[src/rtl/reg_dump_rv32i.sv]
// Sequential read-out engine for the RV32I register file: walks an address range
// through one read port and streams {addr, data} over valid/ready. Optional macro: REG_DUMP_CHECKSUM_EN.
module reg_dump_rv32i #(
  parameter int ADDR_W = 5,
  parameter int DATA_W = 32
) (
  input  logic              clock,
  input  logic              reset_n,
  input  logic              start,
  input  logic [ADDR_W-1:0] first_addr,
  input  logic [ADDR_W-1:0] last_addr,
  output logic [ADDR_W-1:0] rs_addr,
  input  logic [DATA_W-1:0] rs_data,
  output logic              out_valid,
  input  logic              out_ready,
  output logic [ADDR_W-1:0] out_addr,
  output logic [DATA_W-1:0] out_data,
  output logic              busy,
  output logic              done,
  output logic [DATA_W-1:0] checksum
);

  typedef enum logic [1:0] {IDLE, READ, SEND, DONE} state_t;

  state_t            state, state_nxt;
  logic [ADDR_W-1:0] addr_cnt;
  logic [ADDR_W-1:0] end_addr;
  logic              start_acc;
  logic              hs;
  logic              last_word;

  assign last_word = (out_addr == end_addr);
  // The counter itself is the registered read address; it only moves on READ entry.
  assign rs_addr   = addr_cnt;

  always_ff @(posedge clock or negedge reset_n) begin
    if (!reset_n) state <= IDLE;
    else          state <= state_nxt;
  end

  always_comb begin
    state_nxt = state;
    start_acc = 1'b0;
    hs        = 1'b0;
    busy      = (state != IDLE);
    done      = (state == DONE);
    case (state)
      IDLE: begin
        if (start) begin
          start_acc = 1'b1;
          state_nxt = READ;
        end
      end
      READ: state_nxt = SEND;
      SEND: begin
        if (out_valid && out_ready) begin
          hs        = 1'b1;
          state_nxt = last_word ? DONE : READ;
        end
      end
      DONE:    state_nxt = IDLE;
      default: state_nxt = IDLE;
    endcase
  end

  always_ff @(posedge clock or negedge reset_n) begin
    if (!reset_n) begin
      addr_cnt  <= '0;
      end_addr  <= '0;
      out_valid <= 1'b0;
      out_addr  <= '0;
      out_data  <= '0;
    end else begin
      if (start_acc) begin
        addr_cnt <= first_addr;
        end_addr <= last_addr;
      end
      if (state == READ) begin
        out_data  <= rs_data;
        out_addr  <= addr_cnt;
        out_valid <= 1'b1;
      end
      // Counter wraps naturally at 2^ADDR_W, giving the 31 -> 0 rollover.
      if (hs) begin
        out_valid <= 1'b0;
        if (!last_word) addr_cnt <= addr_cnt + ADDR_W'(1);
      end
    end
  end

`ifdef REG_DUMP_CHECKSUM_EN
  logic [DATA_W-1:0] sum_acc;

  always_ff @(posedge clock or negedge reset_n) begin
    if (!reset_n)       sum_acc <= '0;
    else if (start_acc) sum_acc <= '0;
    else if (hs)        sum_acc <= sum_acc + out_data;
  end

  assign checksum = sum_acc;
`else
  assign checksum = '0;
`endif

endmodule

[config.mk]
export PLATFORM = sky130hd
export DESIGN_NAME = reg_dump_rv32i
export DESIGN_NICKNAME = d
export VERILOG_FILES = /design/src/rtl/reg_dump_rv32i.sv
export SDC_FILE = /design/constraint.sdc
export NUM_CORES = 1
export LEC_CHECK = 0
export CORE_MARGIN = 2
export CORE_UTILIZATION = 35
export CTS_BUF_LIST = sky130_fd_sc_hd__clkbuf_4
export CTS_CLUSTER_DIAMETER = 50
export DETAILED_ROUTE_END_ITERATION = 8
export GPL_TIMING_DRIVEN = 0
export PLACE_DENSITY = 0.76
export SYNTH_ARGS = -nofsm -noshare
export SYNTH_HDL_FRONTEND = slang
export SYNTH_SLANG_ARGS = --single-unit
[constraint.sdc]
create_clock -name clock -period 1.65 [get_ports clock]
set_input_delay 0.165 -clock clock [delete_from_list [all_inputs] [get_ports clock]]
set_output_delay 0.165 -clock clock [all_outputs]
set_load 0.005 [all_outputs]
==> results.tsv <==
metric	value	unit
status	finished, final reports clean	
Reg clk slew, reported paths	0.14	ns
power per cell area	1650	nW/um2
first-pass GRT wire length	7.78	mm
DR iter-0 viols	22	
CP startpoint kind	flop	
Finish-stage setup viols	0	
die height	85.4	um
Slew Limit Fails	0	
pin count of the biggest net entering global routing	32	
worst r2r src	out_addr[2]$_DFFE_PN0P_	
slowest stage cell, crit path	dfrtp_1	
sequential area share after synthesis	53.9	%
share of the synthesized area in the top cell type	53.9	%
Commonest cells post-synth	dfrtp_1, mux2_2, buf_4	
residual DRC count	0	
Syn Inst Count	168	
row count	29	
initial antenna violation count	0	
RSZ-0062 raised after global routing	no	
CP delay by family, top	flip-flops	
DP Worst Slack	-0.0480	ns
final setup skew	0.00994	ns
Die Span X	85.4	um
top post-synthesis cells by area	dfrtp_1, mux2_2, buf_4	
Setup CP Type	flop to flop	
most frequent cell after synthesis	dfrtp_1	
Max Fclk	629	MHz
GRT Total Usage	13.7	%
worst skew pair latency	0.36	ns
Buf/Inv on CP	0	
Core Region	6390	um2
Period Utilization, post-route	96.3	%
final net count	351	
hold violation total from the final report	0	
Die ar.	7300	um2
Avg Inst Size Synth	13.8	um2
ys async rst share	100	%
number of synthesized register bits	50	
Yosys cell types	28	
via count	1618	
PortBufs	90	
Critical Path Fanout Max	5	
FILL cells	567	
TritonCTS Buffers	5	
setup ws final	0.0606	ns
WP data required	1.92	ns
CP startpoint	out_addr[2]$_DFFE_PN0P_	
clk sinks	50	
number of synthesized flops with an enable pin	0	
H-tree levels	2	
maximum VDD drop	0.000763	V
DRT Pass-1 Iters	4	
# diodes	0	
layout overhead on the synthesized area	53.9	%
Warnings, synthesis	0	
gpl congestion	0.665	
WL per Instance	12.9	um
grt total ovfl	0	
Initial Util	36.3	%
max-capacitance violation count	0	
CTS root buffer	clkbuf_4	
crit-path cells	xor2_1, nor3_1, a21oi_4, mux2_4	
vias in the first global route	1625	
CTS tree	done	
CP arrival	1.86	ns
Setup crit end kind	flop	
ANT nets after route	0	
vias per cell	4.24	
area of the mapped netlist	2320	um2
drt total wl	4.91	mm
min cycle time layout	1.59	ns
CTS max path bufs	2	
Pleak	0.00162	uW
io pins	123	
DP HPWL	3.77	mm
Yosys top cell by area	dfrtp_1	
top_reg_cell synth	dfrtp_1	
setup TNS	0	ns
ratio of cells with drive above 1 in the final layout	30.2	%
max incr delay on CP	0.43	ns
HP Class	input port to async pin	
-- cell usage in the layout (no fill, tap or decap), drive strengths merged --
cell type / Yosys / routed
a21oi: 1 / 1
and2: 2 / 2
and2b: 1 / 1
buf: 37 / 45
clkbuf: 0 / 6
clkdlybuf4s50: 0 / 87
clkinv: 0 / 2
conb: 1 / 32
dfrtp: 50 / 50
dlygate4sd2: 0 / 2
dlygate4sd3: 0 / 1
ha: 1 / 1
inv: 1 / 1
mux2: 44 / 44
mux2i: 6 / 6
nand2: 2 / 2
nand3: 2 / 2
nand4b: 1 / 1
nor2: 2 / 2
nor3: 1 / 1
o21a: 1 / 1
o21ai: 2 / 2
o221ai: 1 / 1
o31a: 1 / 1
or2: 2 / 2
xnor2: 1 / 1
xor2: 8 / 8
-- report_power, final --
group          switching (uW)  internal, uW
combinational            1010          2060
clock                     372           178
sequential                407          1860
-- final timing paths --
path | to | slack (ns) | cells after the start
min | rs_addr[4]$_DFF_PN0_ | 0.29 | 2
min reg2reg | out_data[11]$_DFFE_PN0P_ | 0.51 | 1
max reg2reg | rs_addr[1]$_DFF_PN0_ | 0.06 | 4
min in group clock | out_data[9]$_DFFE_PN0P_ | 0.39 | 2
max | rs_addr[1]$_DFF_PN0_ | 0.06 | 4
max in group asynchronous | out_data[26]$_DFFE_PN0P_ | 0.83 | 3
-- kinds of logic after synthesis --
family          Yosys count  share of synthesized area (%)
compound gates            6                           1.89
xor+xnor                  9                           3.40
fa+ha+maj                 1                          0.539
buf+inv                  38                           12.2
flops                    50                           53.9
mux                      50                           24.1
other cells               1                          0.162
simple gates             13                           3.77
-- metal layers --
metal | GRT usage [%] | share of wire [%] | vias to the layer above
li1 | - | - | 776
met3 | 5.45 | 9.3 | 6
met2 | 23.0 | 49 | 64
met1 | 16.2 | 41 | 772
met4 | 3.75 | 1.1 | 0
met5 | 0 | 0 | -
-- metrics by stage --
stage	hold WS [ns]	instance area [um2]	total power, uW	utilization [%]	std cells
6_report	0.291	3570	5880	55.9	382
5_1_grt	0.311	3570	6320	55.9	382
3_5_place_dp	0.154	3450	5290	54.0	367
3_3_place_gp	0.469	3430	5210	53.8	366
4_1_cts	0.274	3530	5870	55.2	378
2_1_floorplan	-0.131	2440	3720	-	199
-- sequential cells by signal, summed over array words and instances (netlist names) --
name and count:
out_addr 5, state 2, rs_addr 5, out_valid 1
end_addr 5, out_data 32
-- cell type report --
cell class                 instances  area, um2  share of cell area, %
clock inverter                     2       8.76                  0.245
timing repair buffer              98        968                   27.1
sequential                        50       1250                   35.0
multi-input combinational        111        915                   25.6
clock buffer                       6       45.0                   1.26
inverter                           1       3.75                  0.105
buffer                            37        284                   7.95
tap                               77       96.3                   2.70
-- what timing repair did --
action | CTS | global route
hold endpoints to repair | 19 | 0
resized for setup | 2 | 4
endpoints found under the setup margin | 2 | 9
hold buffers | 1 | 0
pin swaps | 0 | 1
setup buffers | 2 | 4
Power figures use the tool's default switching activity.
==> patch (same flow settings) <==
Set the parameter `DATA_W` to 64 (it was 32).
--- a/src/rtl/reg_dump_rv32i.sv
+++ b/src/rtl/reg_dump_rv32i.sv
@@ -4,3 +4,3 @@
   parameter int ADDR_W = 5,
-  parameter int DATA_W = 32
+  parameter int DATA_W = 64
 ) (
Ports: changed (resized checksum, out_data and rs_data); port bits go from 123 to 219. The function was not compared with the original's and may differ.
==> patch against the unedited design <==
Sequential cell count up 32; clock skew up 0.0098 ns; worst setup slack better by 0.025 ns; area after synthesis up 61%; global-route usage up 1.6 points; power up 70%; sequential power up 64%; worst hold slack worse by 0.10 ns; first-iteration DRC count up 120%; design area up 67%; wire length up 76%; largest power group unchanged.
==> patch: results (changes against the unedited design) <==
| Metric | Value |
|---|---|
| Vias in the first global route | 2735 (+68%) |
| Clock share of power | 13.1% (+3.7 points) |
| 1st-iter DRT viols | 49 (+120%) |
| Clock Skews | 0.01970 ns (+0.009763 ns) |
| # port buffers | 154 (+71%) |
| HPWL after DPL | 6.653 mm (+76%) |
| Top cell type's share of synthesized area | 54.98% (+1.1 points) |
| Peak supply drop | 0.9389 mV (+23%) |
| Placed inst area | 0.005705 sq mm (+65%) |
| Status | complete, no violations |
| Pwr Density | 1676 mW/mm^2 (+1.8%) |
| First-pass GRT wire length | 13.49 mm (+73%) |
| Pre-CTS WS | -0.03775 ns (+0.01029 ns) |
| Multi-input logic area | 0.001394 sq mm (+52%) |
| XOR/XNOR Fraction of Synth Area | 2.112% (-1.3 points) |
| Sequential share of power | 37.1% (-1.4 points) |
| DRT Pass-1 Iters | 3 (-1) |
| Mapped Cells | 268 (+60%) |
| Routed vias/inst | 4.146 (-2.1%) |
| Max-Cap Viols | 0 (unchanged) |
| Compound-gate portion of the synthesized area | 1.173% (-0.71 points) |
| Nets | 583 (+66%) |
| Int Pwr | 7084 uW (+73%) |
| # diodes | 0 (unchanged) |
| CP arrival | 1.88 ns (+0.02 ns) |
| Post-synthesis adder-cell area fraction | 0.3352% (-0.20 points) |
| CTS clk-pin slew, worst paths | 0.12 ns (-0.02 ns) |
| Commonest cells in the netlist | dfrtp_1, mux2_2, buf_4 |
| Leakage | 0.002713 uW (+67%) |
| GP Congestion | 0.7500 (+13%) |
| GR Util All Layers | 15.21% (+1.6 points) |
| DP Cell Count | 622 (+69%) |
| Fillers | 855 (+51%) |
| Non-Filler Instances | 644 (+69%) |
| H-Tree Depth | 3 (+1) |
| Max FFs per register | 64 (+100%) |
| Largest net degree at the start of global routing | 54 (+69%) |
| Final wirelength | 8.624 mm (+76%) |
| Share of post-route cells with drive strength above 1 | 35.04% (+4.9 points) |
| Clock latency on the worst-skew pair | 0.43 ns (+0.07 ns) |
| CTS Buf Count | 9 (+4) |
| Top cells by area, synth | dfrtp_1, mux2_2, buf_4, xor2_1, mux2i_1 |
| Sequential area share after synthesis | 54.98% (+1.1 points) |
-- patch: cell types whose count changed after synthesis, sizes merged --
cell	unedited run	this run
buf	37	73
dfrtp	50	82
mux2	44	76
and2b	1	0
nor2b	0	1
-- patch: cells by family after synthesis --
kind of cell	count (synthesis)
simple gates	13
mux	82
flops	82
other cells	1
xor+xnor	9
buf+inv	74
fa+ha+maj	1
compound gates	6
-- patch: repair_timing --
action                                  4_1_cts  5_1_grt
setup buffers                                 2        4
hold buffers                                  1        0
resized for setup                             4       20
endpoints found under the hold margin        29        0
pin swaps                                     0        2
endpoints found under the setup margin        5       72
-- patch: worst paths after layout --
check	from	to	slack, ns	cells past startpoint
worst max-delay path	state[0]	rs_addr[1]	0.09	5
worst min-delay path	reset_n	out_addr[3]	0.19	2
worst max register to register	state[0]	rs_addr[1]	0.09	5
max in group asynchronous	reset_n	out_data[32]	0.87	3
worst min register to register	out_data[29]	out_data[29]	0.52	1
min in group clock	rs_data[38]	out_data[38]	0.33	2
-- patch: cell type report --
cell class / count / share of cell area [%]
multi-input combinational: 175 / 23.42
sequential: 82 / 34.56
buffer: 73 / 9.271
tap: 136 / 2.859
clock buffer: 12 / 1.514
timing repair buffer: 162 / 27.22
inverter: 1 / 0.06306
clock inverter: 3 / 1.093
-- patch: critical path, cell delays in order, from the launching register on --
cell     delay, ns
dfrtp_1       0.39
or2_1         0.24
buf_6         0.14
nor2_8        0.13
mux2_4        0.30
mux2_2        0.26
-- patch: per-layer routing --
metal	GRT usage [%]	routed length, um	vias up
met2	24.59	4126	147
met4	8.256	252	0
met5	0	0	-
met1	16.43	3146	1253
met3	7.203	1099	18
li1	-	-	1252
